--- src/rtl/apb_req.sv ---
// APB5 requester: accepts one command on a valid/ready channel, runs SETUP/ACCESS
// on the APB bus, and returns read data and error status on a response channel.
module apb_req #(
  parameter int unsigned TIMEOUT_CYCLES = 16,
  parameter int unsigned ERR_CNT_W      = 16
) (
  input  logic                 pclk,
  input  logic                 preset,
  // command channel
  input  logic                 cmd_valid,
  output logic                 cmd_ready,
  input  logic                 cmd_write,
  input  logic [31:0]          cmd_addr,
  input  logic [31:0]          cmd_wdata,
  input  logic [3:0]           cmd_strb,
  input  logic [2:0]           cmd_prot,
  // response channel
  output logic                 rsp_valid,
  input  logic                 rsp_ready,
  output logic [31:0]          rsp_rdata,
  output logic                 rsp_err,
  output logic                 rsp_timeout,
  output logic [ERR_CNT_W-1:0] err_count,
  // APB bus
  output logic                 psel,
  output logic                 penable,
  output logic [31:0]          paddr,
  output logic                 pwrite,
  output logic [31:0]          pwdata,
  output logic [3:0]           pstrb,
  output logic [2:0]           pprot,
  input  logic [31:0]          prdata,
  input  logic                 pready,
  input  logic                 pslverr
);

  localparam int unsigned WAIT_W = (TIMEOUT_CYCLES == 0) ? 1 : $clog2(TIMEOUT_CYCLES + 1);
  localparam logic [WAIT_W-1:0] WAIT_MAX = WAIT_W'(TIMEOUT_CYCLES);

  typedef enum logic [1:0] {
    S_IDLE,
    S_SETUP,
    S_ACCESS
  } state_t;

  state_t                r_state;
  state_t                w_state_nxt;
  logic [WAIT_W-1:0]     r_wait_cnt;
  logic [31:0]           r_paddr;
  logic                  r_pwrite;
  logic [31:0]           r_pwdata;
  logic [3:0]            r_pstrb;
  logic [2:0]            r_pprot;
  logic                  r_rsp_valid;
  logic [31:0]           r_rsp_rdata;
  logic                  r_rsp_err;
  logic                  r_rsp_timeout;
  logic [ERR_CNT_W-1:0]  r_err_count;

  logic w_accept;
  logic w_done;
  logic w_abort;
  logic w_finish;
  logic w_fin_err;
  logic w_timeout_hit;

  // The response slot must be empty or draining this cycle before a new command is taken.
  assign cmd_ready     = (r_state == S_IDLE) && !preset && (!r_rsp_valid || rsp_ready);
  assign w_accept      = cmd_valid && cmd_ready;
  assign w_timeout_hit = (TIMEOUT_CYCLES != 0) && (r_wait_cnt == WAIT_MAX);

  // NOTE: every signal written here gets a default first so no latch is inferred.
  always_comb begin
    w_state_nxt = r_state;
    w_done      = 1'b0;
    w_abort     = 1'b0;
    case (r_state)
      S_IDLE:   if (w_accept) w_state_nxt = S_SETUP;
      S_SETUP:  w_state_nxt = S_ACCESS;
      S_ACCESS: begin
        if (pready) begin
          w_done      = 1'b1;
          w_state_nxt = S_IDLE;
        end else if (w_timeout_hit) begin
          w_abort     = 1'b1;
          w_state_nxt = S_IDLE;
        end
      end
      default:  w_state_nxt = S_IDLE;
    endcase
  end

  assign w_finish  = w_done || w_abort;
  assign w_fin_err = w_abort || (w_done && pslverr);

  // NOTE: sequential state uses non-blocking assignments so all registers update together.
  always_ff @(posedge pclk or posedge preset) begin
    if (preset) r_state <= S_IDLE;
    else        r_state <= w_state_nxt;
  end

  always_ff @(posedge pclk or posedge preset) begin
    if (preset) begin
      r_paddr  <= '0;
      r_pwrite <= 1'b0;
      r_pwdata <= '0;
      r_pstrb  <= '0;
      r_pprot  <= '0;
    end else if (w_accept) begin
      r_paddr  <= cmd_addr;
      r_pwrite <= cmd_write;
      r_pwdata <= cmd_wdata;
      r_pstrb  <= cmd_write ? cmd_strb : 4'b0000;
      r_pprot  <= cmd_prot;
    end
  end

  always_ff @(posedge pclk or posedge preset) begin
    if (preset) begin
      r_wait_cnt <= '0;
    end else if (w_accept) begin
      r_wait_cnt <= '0;
    end else if ((r_state == S_ACCESS) && !pready && !w_timeout_hit) begin
      r_wait_cnt <= r_wait_cnt + WAIT_W'(1);
    end
  end

  always_ff @(posedge pclk or posedge preset) begin
    if (preset) begin
      r_rsp_valid   <= 1'b0;
      r_rsp_rdata   <= '0;
      r_rsp_err     <= 1'b0;
      r_rsp_timeout <= 1'b0;
    end else if (w_finish) begin
      r_rsp_valid   <= 1'b1;
      r_rsp_rdata   <= (w_abort || r_pwrite) ? 32'h0 : prdata;
      r_rsp_err     <= w_fin_err;
      r_rsp_timeout <= w_abort;
    end else if (r_rsp_valid && rsp_ready) begin
      r_rsp_valid   <= 1'b0;
    end
  end

  always_ff @(posedge pclk or posedge preset) begin
    if (preset) begin
      r_err_count <= '0;
    end else if (w_finish && w_fin_err && (r_err_count != '1)) begin
      r_err_count <= r_err_count + ERR_CNT_W'(1);
    end
  end

  assign psel        = (r_state != S_IDLE);
  assign penable     = (r_state == S_ACCESS);
  assign paddr       = r_paddr;
  assign pwrite      = r_pwrite;
  assign pwdata      = r_pwdata;
  assign pstrb       = r_pstrb;
  assign pprot       = r_pprot;
  assign rsp_valid   = r_rsp_valid;
  assign rsp_rdata   = r_rsp_rdata;
  assign rsp_err     = r_rsp_err;
  assign rsp_timeout = r_rsp_timeout;
  assign err_count   = r_err_count;

endmodule

--- config.mk ---
export PLATFORM = sky130hd
export DESIGN_NAME = apb_req
export DESIGN_NICKNAME = d
export VERILOG_FILES = /design/src/rtl/apb_req.sv
export SDC_FILE = /design/constraint.sdc
export NUM_CORES = 1
export LEC_CHECK = 0
export ABC_AREA = 1
export ABC_CLOCK_PERIOD_IN_PS = 6300
export CORE_MARGIN = 10
export CORE_UTILIZATION = 35
export DETAILED_ROUTE_END_ITERATION = 10
export GPL_ROUTABILITY_DRIVEN = 0
export PLACE_DENSITY = 0.71
export SYNTH_ARGS = -nofsm -noshare
export SYNTH_HDL_FRONTEND = slang
export SYNTH_SLANG_ARGS = --single-unit
export TNS_END_PERCENT = 5
--- constraint.sdc ---
create_clock -name pclk -period 6.3 [get_ports pclk]
set_input_delay 1.26 -clock pclk [delete_from_list [all_inputs] [get_ports pclk]]
set_output_delay 1.26 -clock pclk [all_outputs]
set_load 0.02 [all_outputs]
Yosys cells after proc, flatten, opt, wreduce, memory -nomap -nowiden
Index checks and enable logic that the tools add are counted.
{ "word_totals": {"mem_bits_ro": 0, "ramBits": 0, "latch_bits": 0, "elab_cells": 57, "reg_bits": 130, "mem_count": 0} }
{ "op_classes": {"n_lt_le_gt_ge": 0, "n_mux": 15, "n_bitwise": 0, "n_eq_ne": 6, "n_shift": 0, "reduce_logical": 22, "n_div": 0, "add_sub_neg": 2, "multipliers": 0} }
{ "ops": {"columns": ["operator", "count"], "rows": [
  ["32-bit two-way mux", 1],
  ["16-bit by 1-bit adder with 16-bit output, second input constant", 1],
  ["16-bit inequality test, second input constant", 1],
  ["5-bit two-way mux", 2],
  ["1-bit logical AND", 9],
  ["1-bit two-way mux", 7],
  ["2-bit two-way mux", 3],
  ["2-bit case mux with 3 select lines", 1],
  ["2-bit nonzero test", 3],
  ["5-bit by 1-bit adder with 5-bit output, second input constant", 1],
  ["5-bit == test, second input constant", 1],
  ["1-bit zero test", 4],
  ["1-bit logical OR", 4],
  ["4-bit two-way mux", 1],
  ["3-bit by 1-bit inequality test with 1-bit output, second input constant", 1],
  ["2-bit by 1-bit == test with 1-bit output, second input constant", 1],
  ["2-bit == test, second input constant", 1],
  ["2-bit zero test", 1],
  ["2-bit inequality test, second input constant", 1],
  ["2-bit AND reduction", 1]
]} }

Depth between registers and ports, before layout
Gate-level depths: netlist (run 1).
{ "depth": {"word_depth": 7, "ltp_mapped": 10} }

Worst setup path after synthesis (run 1)
OpenSTA, ideal clock, no wires.
{ "synth_path": {"kind": "input-to-output", "startpoint": "input port rsp_ready", "endpoint": "output port cmd_ready", "path_stages": 4, "required_time_ns": 5.040, "setup_slack_ns": 3.417, "n_path_buf": 0, "arrival_ns": 1.623, "cell_sequence": "inv_1 -> nand2_1 -> nand2_1 -> nor2_2"} }
{ "synth_between": {"elab_chain_len": 2} }
{ "synth_rtl": {"columns": ["item", "line", "text"], "rows": [
  ["start, declared", "19", "input logic rsp_ready,"],
  ["1-bit logical OR", "68", "assign cmd_ready = (r_state == S_IDLE) && !preset && (!r_rsp_valid || rsp_ready);"],
  ["1-bit logical AND", "68", null],
  ["end, declared", "11", "output logic cmd_ready,"]
]} }
No other way between the ends.

Final worst setup path (run 1)
Ends and elaborated chain as after synthesis.

==> impl_summary.md, run 1 <==
Status
The run finished with clean final reports.

Cells and area
The share of final-layout standard cells stronger than drive strength 1 is 6.65%. Relative to the synthesized area, the layout overhead comes to 55.7%. The net count of the finished layout is 1005. The antenna diode count is 0. Leaving out filler cells and counting taps, the final layout contains 1113. The count of filler cells inserted in the layout is 1382.

In the final layout, the multi-input gates occupy 2050 um2. The total area of sequential cells is 3250 um2.

Logic synthesis
The largest area contributor in the netlist is sky130_fd_sc_hd__dfrtp_1. The register bit total from synthesis is 130. In this run, distinct cell masters in the synthesized netlist total 23. The commonest cells after synthesis are sky130_fd_sc_hd__nand2_1, sky130_fd_sc_hd__dfrtp_1, sky130_fd_sc_hd__nand3_1.

Yosys attributes the largest share of cell area to sky130_fd_sc_hd__dfrtp_1, sky130_fd_sc_hd__nand2_1, sky130_fd_sc_hd__nand3_1. Each instance of the synthesized netlist takes up on average 8.42 um2. Counting flops with a built-in enable in the synthesized netlist gives 0. The most used flip-flop cell after synthesis is sky130_fd_sc_hd__dfrtp_1.

The cell count after synthesis is 659. The leading cell type by number of instances after synthesis is sky130_fd_sc_hd__nand2_1. For this run, the number of Yosys warnings is 0. Of all flip-flops after synthesis, the portion carrying an async set or reset was 100%. The number of nets handed over by synthesis was 772. In this run the biggest area consumer among cell types represents 58.6% of the synthesized area. The combined area of all synthesized cells is 5550 um2. Sequential cells were found to cover 58.6% of the synthesized design area.

Die
The die outline height is 146 um. For this configuration, the core starts out at a cell density of 36.1%. In this run the count of I/O pins placed on the die edge is 236. The count of standard-cell rows is 45. The region available for standard cell placement spans 15400 um2. The overall die area is 21300 um2. The die is 146 um wide.

Power and ir drop
IR analysis of the VDD net gives a maximum drop of 233 uV. Dividing total power by cell area gives a power density of 452 nW/um2. Summed over all cells, the static leakage comes to 4.13 nW.

Global route
The first global-routing pass estimated 27200 um of wire. The global-route congestion overflow total is 0. The via count of the first global-routing pass is 4994. Global routing used 15.7% of the available tracks. The initial antenna violation count is 0.

The maximum number of pins on one net before global-route repair is 71.

Critical path
The worst setup path is launched from a primary input. Tracing the worst setup path back leads to its startpoint at rsp_ready. STA classifies the critical path endpoint as an output pin. The largest fanout on the critical path is 2.

The startpoint identified for the worst register-to-register timing path is r_state[1]$_DFFE_PP0P_. The critical path data arrival time is 2.72 ns. Data on the critical path is required at its endpoint by 5.04 ns. The category of the critical setup timing path is primary input to output pin. The register-to-register setup slack is 4.03 ns.

Hold path
The critical hold path startpoint is rsp_rdata[19]$_DFFE_PP0P_. The class of the worst hold path is flop to flop.

Clocking
The post-cts resize count is 0. The root cell of the clock tree is sky130_fd_sc_hd__clkbuf_16. The clock net in this run drives a total of 130 sinks.

The post-CTS clock slew at the launch and capture registers of the worst setup and hold paths is 0.05 ns. The number of buffers created by CTS is 17. At the later pin of the worst-skew pair, clock insertion delay measures 0.41 ns. In this run the number of H-tree levels came out at 4. The CTS tree is built. No sink is reached through more buffers than the 2 on the longest clock path. The number of setup buffers added after CTS is 0. For this design, the CTS-stage hold fixing added 0 buffers.

Routing
The detail route stage leaves a number of antenna-violating nets equal to 0. The total via count in the routed design is 4979. The first TritonRoute pass finished after 4 iterations.

After detailed routing, the average wire length per cell comes to 15.5 um. The mean number of vias per cell is 4.47. The first routing iteration left 208 violations. After detailed routing, the total wire length is 17200 um. The detailed-route DRC error count is 0.

STA
The final clock skew is 0.00530 ns. The number of failing hold endpoints at the final stage is 0. At the pin with the least slew margin, the transition time is 0.828 ns.

The setup TNS is 0 ns. The number of endpoints failing setup at the final stage is 0. The worst path meets setup with 2.32 ns of slack.

The final critical-path required period is 3.98 ns. The share of the cycle needed by the critical path after routing is 63.2%. Timing would allow up to 0.251 GHz. The remaining max-slew budget at the tightest pin is 44.6%. The number of pins with negative max-slew slack in the final report is 0. Setup repair after global routing left no endpoint under its margin.

Placement
The number of port buffers is 235. The number of placed instances with taps included is 1084. The setup slack at placement is 2.32 ns.

After legalization and detailed placement, the total HPWL measured 12600 um.

Job
The number of max-cap violations is 0.
-- cells in the final DEF, fill, tap and decap left out, types with 7 or more instances in the layout --
cell                              netlist  layout
sky130_fd_sc_hd__clkbuf_16              0      17
sky130_fd_sc_hd__clkdlybuf4s50_1        0     235
sky130_fd_sc_hd__dfrtp_1              130     130
sky130_fd_sc_hd__inv_1                 22      21
sky130_fd_sc_hd__nand2_1              358     358
sky130_fd_sc_hd__nand2_2               10      10
sky130_fd_sc_hd__nand3_1               45      45
sky130_fd_sc_hd__nor2_1                16      16
sky130_fd_sc_hd__o21ai_0               14      14
sky130_fd_sc_hd__xnor2_1                7       7
-- power by group --
group / internal [W] / switching, W / leakage (nW)
clock network: 0.000637 / 0.000338 / 0.294
logic: 0.000722 / 0.000870 / 2.17
registers: 0.00115 / 0.000186 / 1.66
-- kinds of logic after synthesis --
family,count (synthesis),share of synthesized area [%]
fa+ha+maj,3,0.676
buf+inv,51,4.46
compound gates,16,1.44
flops,130,58.6
simple gates,450,33.4
xor+xnor,9,1.42
-- stage by stage --
stage          utilization, %  hold slack [ns]  cell area, um2  total power [W]
2_1_floorplan               -            0.517            5550          0.00211
3_3_place_gp             52.4            0.452            8050          0.00293
3_5_place_dp             52.4            0.457            8050          0.00296
4_1_cts                  56.2            0.470            8640          0.00396
5_1_grt                  56.2            0.479            8640          0.00414
6_report                 56.2            0.464            8640          0.00390
-- routing by layer --
metal	track usage (%)	wire length (um)	vias to the layer above	share of wire [%]
met5	0	0	-	0
met4	4.55	145	0	0.84
met3	10.0	2330	14	14
met2	23.4	7520	198	44
met1	18.4	7230	2268	42
li1	-	-	2499	-
-- cell type report --
type	instances	share of cell area (%)
flip-flops and latches	130	37.7
repair buffers	240	27.7
well taps	211	3.06
multi-input cells	478	23.7
inverters	25	1.12
clock inverters	5	0.869
clock buffers	24	5.92
-- worst max-delay path, stage by stage --
cell and delay [ns]:
sky130_fd_sc_hd__clkdlybuf4s50_1 0.46, sky130_fd_sc_hd__inv_1 0.05, sky130_fd_sc_hd__nand2_1 0.10, sky130_fd_sc_hd__nand2_1 0.08, sky130_fd_sc_hd__nor2_2 0.12, sky130_fd_sc_hd__clkdlybuf4s50_1 0.64
-- path summary, 6_finish.rpt --
kind,to,cells after the start
worst max-delay path,cmd_ready,6
worst min-delay path,rsp_rdata[19]$_DFFE_PP0P_,2
worst max register to register,r_wait_cnt[4]$_DFFE_PP0P_,8
worst min register to register,rsp_rdata[19]$_DFFE_PP0P_,2
max in group asynchronous,pwdata[22]$_DFFE_PP0P_,3
min in group asynchronous,rsp_rdata[3]$_DFFE_PP0P_,2
-- state kept, by name (all words and copies together), names as in the netlist --
signal,count
err_count,16
paddr,32
pprot,3
pstrb,4
pwdata,32
pwrite,1
r_state,2
r_wait_cnt,5
rsp_err,1
rsp_rdata,32
rsp_timeout,1
rsp_valid,1
No activity file was read; power rests on OpenSTA's default activity.
==> inputs of run 2 (changes only) <==
- ABC_CLOCK_PERIOD_IN_PS: 6300 -> 3620
- PLACE_DENSITY: 0.71 -> 0.74
- clock period: 6.3 -> 3.62 ns (I/O delays scaled with it)
==> run 2 against run 1 <==
Final cell count rose by 0.18%. Total power rose by 75%. First-iteration DRC count up 48%. Register-to-register slack worse by 2.2 ns. Sequential share of layout area down 0.23 points. Non-clock buffer count stayed put. Flip-flop and latch count unchanged. Design area increased by 0.62%. Clock power up 78%. Worst hold slack gained 0.0011 ns. Highest routed layer unchanged.
==> impl_summary.md, run 2 (synthesis gave the netlist of run 1 again) <==
Die
The die outline height is 146 um (unchanged). The floorplan die width is 146 um (unchanged). The count of standard-cell rows is 45 (unchanged). The effective utilization at floorplan is 36.1% (unchanged). The number of top-level design ports was 236 (unchanged).

The placeable core region is 15400 um2 (unchanged). The overall die area came to 21300 um2 (unchanged).

Clocking
The number of setup buffers added after CTS is 0 (unchanged). The maximum level of the CTS H-tree is 4 (unchanged). The post-cts resize count is 0 (unchanged). The number of buffers inserted by hold repair at cts came to 0 (unchanged). The root cell of the clock tree is sky130_fd_sc_hd__clkbuf_16 (unchanged).

The number of buffers created by CTS is 17 (unchanged). The post-CTS clock slew at the launch and capture registers of the worst setup and hold paths came to 0.06 ns (was 0.05 ns). The clock insertion delay at the later pin of the skew report is 0.41 ns (about the same).

The worst-case clock buffer depth was 2 (unchanged). The CTS tree is built (unchanged). The total number of clock tree sinks is 130 (unchanged).

Cells and area
The final net count is 1005 (unchanged). The most common library cell in the layout ignoring fill and taps is sky130_fd_sc_hd__nand2_1 (unchanged). Commonest cells after routing, fill and taps aside: sky130_fd_sc_hd__nand2_1, sky130_fd_sc_hd__clkdlybuf4s50_1, sky130_fd_sc_hd__dfrtp_1 (unchanged). The antenna diode count is 0 (unchanged). The count of filler cells inserted in the layout is 1363 (was 1382). The final design utilization was 56.6% (was 56.2%). The growth of design area from synthesis to finish came to 56.6% (was 55.7%).

The share of final-layout standard cells stronger than drive strength 1 is 6.86% (was 6.65%).

Power and ir drop
The share of power burned in combinational logic came to 40.5% (was 40.8%). The internal portion of total power is 0.00439 W (was 0.00251 W). The switching power is 0.00245 W (was 0.00139 W). The cell area power density is 786 nW/um2 (was 452 nW/um2).

The static power due to leakage came to 4.14 nW (was 4.13 nW). The net switching share of the total power is 35.9% (was 35.7%). The share of total power in sequential cells is 34.1% (was 34.2%). The clock network power share is 25.5% (was 25.0%).

The worst-case vdd ir drop was 574 uV (was 233 uV).

Placement
The number of port buffers came to 235 (unchanged). The post-detailed-placement half-perimeter wirelength is 12400 um (was 12600 um).

Critical path
The capture point of the worst reg-to-reg path is pstrb[2]$_DFFE_PP0P_ (was r_wait_cnt[4]$_DFFE_PP0P_). The critical path data arrival time is 2.07 ns (was 2.72 ns). The category of the critical setup timing path is primary input to output pin (unchanged).

The endpoint class of the critical path is an output pin (unchanged). The register-to-register setup slack came to 1.80 ns (was 4.03 ns). The reg-to-reg critical path startpoint is r_state[1]$_DFFE_PP0P_ (unchanged). The critical path capture point is cmd_ready (unchanged).

The largest fanout on the critical path was 2 (unchanged). The timing startpoint of the critical path is rsp_ready (unchanged). The element type at the critical path start is a primary input (unchanged). The cell depth of the worst flop-to-flop path is 6 (was 8). The required arrival time at the worst endpoint came to 2.90 ns (was 5.04 ns).

Routing
The remaining number of nets flagged by the antenna check after routing came to 0 (unchanged). The length of the first detailed-routing pass in iterations was 4 (unchanged). The total via count in the routed design is 5052 (was 4979). The aggregate routed wire length was 17100 um (was 17200 um). The detailed-route wire length per cell is 15.4 um (was 15.5 um).

The mean number of vias per cell came to 4.53 (was 4.47). The detailed-route DRC error count is 0 (unchanged). The DRC violation total after the first TritonRoute iteration is 308 (was 208).

STA
The setup TNS is 0 ns (unchanged). RSZ-0062 raised after global routing: false (unchanged). The share of the cycle needed by the critical path after routing is 77.1%. The transition at the pin with the smallest max-transition slack came to 1.03 ns (was 0.828 ns). The fmax is 0.358 GHz. The number of pins with negative max-slew slack in the final report is 0 (unchanged). The number of failing hold endpoints at the final stage came to 0 (unchanged). The remaining max-slew budget at the tightest pin is 31.1% (was 44.6%). The final clock skew is 0.00833 ns (was 0.00530 ns). After layout, the minimum clock period comes to 2.79 ns.

The number of endpoints failing setup at the final stage came to 0 (unchanged).

Status
Outcome: finished clean (unchanged).

Hold path
The class of the worst hold path is flop to flop (unchanged).

Global route
The global-route wire length before repair was 27200 um (unchanged). The global-route congestion overflow total is 0 (unchanged). The maximum number of pins on one net before global-route repair is 76 (was 71).

The combined global-route utilization of all metal layers is 15.8% (was 15.7%). The initial antenna violation count came to 0 (unchanged). The via count of the first global-routing pass came to 5003 (was 4994).

Job
The number of max-cap violations was 0 (unchanged).
-- run 2: changes by cell type in the layout (fill, tap and decap cells not counted) --
cell / previous run / this run
sky130_fd_sc_hd__buf_12: 0 / 3
sky130_fd_sc_hd__buf_4: 5 / 2
sky130_fd_sc_hd__clkbuf_8: 6 / 3
sky130_fd_sc_hd__clkinv_2: 3 / 5
sky130_fd_sc_hd__clkinvlp_4: 0 / 2
sky130_fd_sc_hd__bufinv_16: 2 / 3
sky130_fd_sc_hd__inv_4: 1 / 0
sky130_fd_sc_hd__inv_6: 0 / 1
-- run 2: final cells by class --
class,instances,area [um2],area share [%]
flip-flops and latches,130,3250,37.4
repair buffers,240,2430,27.9
multi-input cells,478,2050,23.6
clock buffers,21,470,5.41
well taps,211,264,3.04
clock inverters,10,131,1.51
inverters,25,97.6,1.12
-- run 2: worst min path at each step --
stage	from	to	slack [ns]	depth (start not counted)
finish	rsp_rdata[10]$_DFFE_PP0P_	rsp_rdata[10]$_DFFE_PP0P_	0.47	2
floorplan	r_state[1]$_DFFE_PP0P_	r_state[1]$_DFFE_PP0P_	0.52	1
CTS	rsp_rdata[20]$_DFFE_PP0P_	rsp_rdata[20]$_DFFE_PP0P_	0.47	2
global placement	rsp_rdata[14]$_DFFE_PP0P_	rsp_rdata[14]$_DFFE_PP0P_	0.45	2
detailed placement	rsp_rdata[20]$_DFFE_PP0P_	rsp_rdata[20]$_DFFE_PP0P_	0.46	2
global route	pwdata[25]$_DFFE_PP0P_	pwdata[25]$_DFFE_PP0P_	0.49	2
-- run 2: power groups by stage --
stage	clock network (W)	registers, W	logic [W]
after floorplan	0	0.00296	0.000710
after global placement	0	0.00232	0.00278
after detailed placement	0	0.00233	0.00281
after CTS	0.00178	0.00233	0.00281
after global routing	0.00184	0.00241	0.00299
final	0.00174	0.00233	0.00277
-- run 2: critical path: stages --
cell and delay [ns]:
sky130_fd_sc_hd__clkdlybuf4s50_1 0.45, sky130_fd_sc_hd__inv_1 0.03, sky130_fd_sc_hd__nand2_1 0.06, sky130_fd_sc_hd__nand2_1 0.06, sky130_fd_sc_hd__nor2_2 0.11, sky130_fd_sc_hd__clkdlybuf4s50_1 0.62
-- run 2: routing by layer --
layer  routed length, um  GRT usage (%)  part of all wire (%)
met1                7060           18.3                    41
met4                 182           4.45                   1.1
met3                2330           10.3                    14
met5                   0              0                     0
met2                7570           23.5                    44
-- run 2: stage by stage --
| step | area, um2 | setup slack, ns | power [W] | instances | hold slack, ns |
|---|---|---|---|---|---|
| 2_1_floorplan | 5550 | 1.29 | 0.00367 | 659 | 0.517 |
| 3_3_place_gp | 8090 | 0.812 | 0.00510 | 1084 | 0.452 |
| 3_5_place_dp | 8090 | 0.818 | 0.00514 | 1084 | 0.458 |
| 4_1_cts | 8690 | 0.819 | 0.00693 | 1115 | 0.472 |
| 5_1_grt | 8690 | 0.759 | 0.00724 | 1115 | 0.490 |
| 6_report | 8690 | 0.829 | 0.00684 | 1115 | 0.465 |
==> inputs of run 3 (changes only) <==
- ABC_CLOCK_PERIOD_IN_PS: 3620 -> 2900
- PLACE_DENSITY: 0.74 -> 0.71
- clock period: 3.62 -> 2.9 ns (I/O delays scaled with it)
==> run 3 against run 2 <==
Count of clock-buffer cells in the layout is 2 lower. Register-to-register slack worse by 0.67 ns. Final cell count is 0.18% higher. Critical endpoint unchanged. Clock skew is 0.0026 ns higher. Sequential power is 24% higher. Total power is 30% higher. Sequential share of layout area is 0.46 points lower. First-iteration DRC count is 15% lower. Design area is 1.2% higher. Clock power is 45% higher.
==> impl_summary.md, run 3 (synthesis gave the netlist of run 1 again) <==
Critical path
The critical path data arrival time was 2.03 ns (was 2.07 ns). The required arrival time at the worst endpoint is 2.32 ns (was 2.90 ns). The kind of cell adding the most delay to the critical path was buffers and inverters (unchanged). The category of the critical setup timing path is primary input to output pin (unchanged). The combined buffer and inverter count along the critical path is 3 (unchanged). The element type at the critical path start is a primary input (unchanged).

The delay of the slowest cell on the worst path came to 0.62 ns (about the same). The cell with the largest stage delay on the worst path is sky130_fd_sc_hd__clkdlybuf4s50_1 (unchanged). Cell breakdown of the critical path: clkdlybuf4s50_1 > inv_1 > nand2_1 > nand2_1 > nor2_2 > clkdlybuf4s50_1 (unchanged). The largest fanout on the critical path is 2 (unchanged). The endpoint class of the critical path was an output pin (unchanged).

Routing
The mean number of vias per cell is 4.53 (about the same). The length of the first detailed-routing pass in iterations is 4 (unchanged). The DRC violation total after the first TritonRoute iteration is 262 (was 308).

The detailed-route DRC error count is 0 (unchanged). The detailed-route wire length per cell is 15.9 um (was 15.4 um). The aggregate routed wire length was 17700 um (was 17100 um). The total via count in the routed design is 5060 (was 5052). The remaining number of nets flagged by the antenna check after routing is 0 (unchanged).

STA
The number of pins with negative max-slew slack in the final report came to 0 (unchanged). The setup TNS is 0 ns (unchanged). The remaining max-slew budget at the tightest pin came to 31.2% (was 31.1%). Static timing analysis puts the maximum clock frequency at 0.383 GHz. Of the available clock period, the critical path in the final layout requires 90.0%. The final hold slack was 0.468 ns (was 0.465 ns). The number of endpoints failing setup at the final stage is 0 (unchanged).

The final critical-path required period is 2.61 ns. The transition at the pin with the smallest max-transition slack is 1.03 ns (about the same). The number of failing hold endpoints at the final stage is 0 (unchanged). RSZ-0062 raised after global routing: false (unchanged). The final clock skew came to 0.0109 ns (was 0.00833 ns).

Power and ir drop
The share of total power in sequential cells was 32.6% (was 34.1%). The internal portion of total power is 0.00580 W (was 0.00439 W). The switching power is 0.00312 W (was 0.00245 W). The total power consumption of the routed design is 0.00891 W (was 0.00684 W). The clock network power share is 28.3% (was 25.5%). The net switching share of the total power was 34.9% (was 35.9%). The share of power burned in combinational logic is 39.1% (was 40.5%). The worst-case vdd ir drop was 617 uV (was 574 uV). The static power due to leakage is 4.19 nW (was 4.14 nW). The cell area power density is 1010 nW/um2 (was 786 nW/um2).

Placement
The post-detailed-placement half-perimeter wirelength was 12600 um (was 12400 um). The number of port buffers is 235 (unchanged). The cell area after placement is 8110 um2 (was 8090 um2).

Cells and area
The area of the multi-input gates is 2050 um2 (unchanged). The most common library cell in the layout ignoring fill and taps is sky130_fd_sc_hd__nand2_1 (unchanged). The total area of sequential cells is 3250 um2 (unchanged).

The post-route cell area was 8800 um2 (was 8690 um2). The final net count is 1007 (was 1005). The count of filler cells inserted in the layout came to 1348 (was 1363).

The growth of design area from synthesis to finish is 58.6% (was 56.6%). The antenna diode count was 0 (unchanged). The share of final-layout standard cells stronger than drive strength 1 is 7.06% (was 6.86%). Commonest cells after routing, fill and taps aside: sky130_fd_sc_hd__nand2_1, sky130_fd_sc_hd__clkdlybuf4s50_1, sky130_fd_sc_hd__dfrtp_1 (unchanged).

Die
The placeable core region is 15400 um2 (unchanged). The die outline height came to 146 um (unchanged). The number of top-level design ports is 236 (unchanged). The overall die area is 21300 um2 (unchanged). The floorplan die width is 146 um (unchanged).

The count of standard-cell rows is 45 (unchanged). The effective utilization at floorplan came to 36.1% (unchanged).

Global route
The via count of the first global-routing pass is 5017 (was 5003). The initial antenna violation count was 0 (unchanged). The combined global-route utilization of all metal layers is 16.3% (was 15.8%). The global-route congestion overflow total is 0 (unchanged).

The maximum number of pins on one net before global-route repair came to 131 (was 76). The global-route wire length before repair is 27900 um (was 27200 um).

Clocking
The number of buffers inserted by hold repair at cts is 0 (unchanged). The clock insertion delay at the later pin of the skew report is 0.41 ns (about the same). The post-CTS clock slew at the launch and capture registers of the worst setup and hold paths is 0.05 ns (was 0.06 ns). The worst-case clock buffer depth is 2 (unchanged). The root cell of the clock tree is sky130_fd_sc_hd__clkbuf_16 (unchanged). The number of setup buffers added after CTS is 0 (unchanged). The maximum level of the CTS H-tree came to 4 (unchanged). The total number of clock tree sinks is 130 (unchanged).

The number of buffers created by CTS is 17 (unchanged). The post-cts resize count came to 0 (unchanged). The CTS tree is built (unchanged).

Job
The number of max-cap violations is 0 (unchanged).

Hold path
The class of the worst hold path is flop to flop (unchanged).

Status
Outcome: finished clean (unchanged).
[run 3: layout make-up]
cell class | instances | area share (%)
flip-flops and latches | 130 | 37.0
repair buffers | 242 | 27.8
multi-input cells | 478 | 23.3
clock buffers | 19 | 5.03
well taps | 211 | 3.00
clock inverters | 12 | 2.86
inverters | 25 | 1.11
[run 3: path summary, 6_finish.rpt]
kind | from | slack (ns) | endpoint | cells past startpoint
min in group asynchronous | preset | 0.78 | rsp_rdata[9]$_DFFE_PP0P_ | 3
min | rsp_rdata[24]$_DFFE_PP0P_ | 0.47 | rsp_rdata[24]$_DFFE_PP0P_ | 2
min reg2reg | rsp_rdata[24]$_DFFE_PP0P_ | 0.47 | rsp_rdata[24]$_DFFE_PP0P_ | 2
max reg2reg | err_count[0]$_DFFE_PP0P_ | 1.13 | err_count[5]$_DFFE_PP0P_ | 6
max | rsp_ready | 0.29 | cmd_ready | 6
max in group asynchronous | preset | 1.63 | err_count[10]$_DFFE_PP0P_ | 3
[run 3: tightest hold or removal path: cells and delay by family (launching register included)]
family / cells / cell delay (ns)
flip-flops: 1 / 0.34
AND/OR/NAND/NOR: 2 / 0.10
[run 3: power groups by stage]
| stage | registers (W) | logic [W] | clock network, W |
|---|---|---|---|
| 2_1_floorplan | 0.00369 | 0.000886 | 0 |
| 6_report | 0.00290 | 0.00349 | 0.00253 |
| 4_1_cts | 0.00290 | 0.00355 | 0.00257 |
| 3_3_place_gp | 0.00289 | 0.00350 | 0 |
| 3_5_place_dp | 0.00291 | 0.00353 | 0 |
| 5_1_grt | 0.00300 | 0.00377 | 0.00264 |
[run 3: through the flow]
step | setup WS (ns) | instances | utilization (%)
after global routing | 0.214 | 1117 | 57.3
after CTS | 0.285 | 1117 | 57.3
final | 0.290 | 1117 | 57.3
after detailed placement | 0.293 | 1086 | 52.7
after global placement | 0.293 | 1086 | 52.7
after floorplan | 0.711 | 659 | -
[run 3: per-layer routing]
layer / part of all wire [%] / vias to the layer above / routed length [um] / global-route usage [%]
li1: - / 2504 / - / -
met1: 41 / 2332 / 7300 / 18.8
met2: 45 / 209 / 7940 / 24.8
met3: 13 / 15 / 2350 / 10.3
met4: 0.80 / 0 / 141 / 3.79
met5: 0 / - / 0 / 0
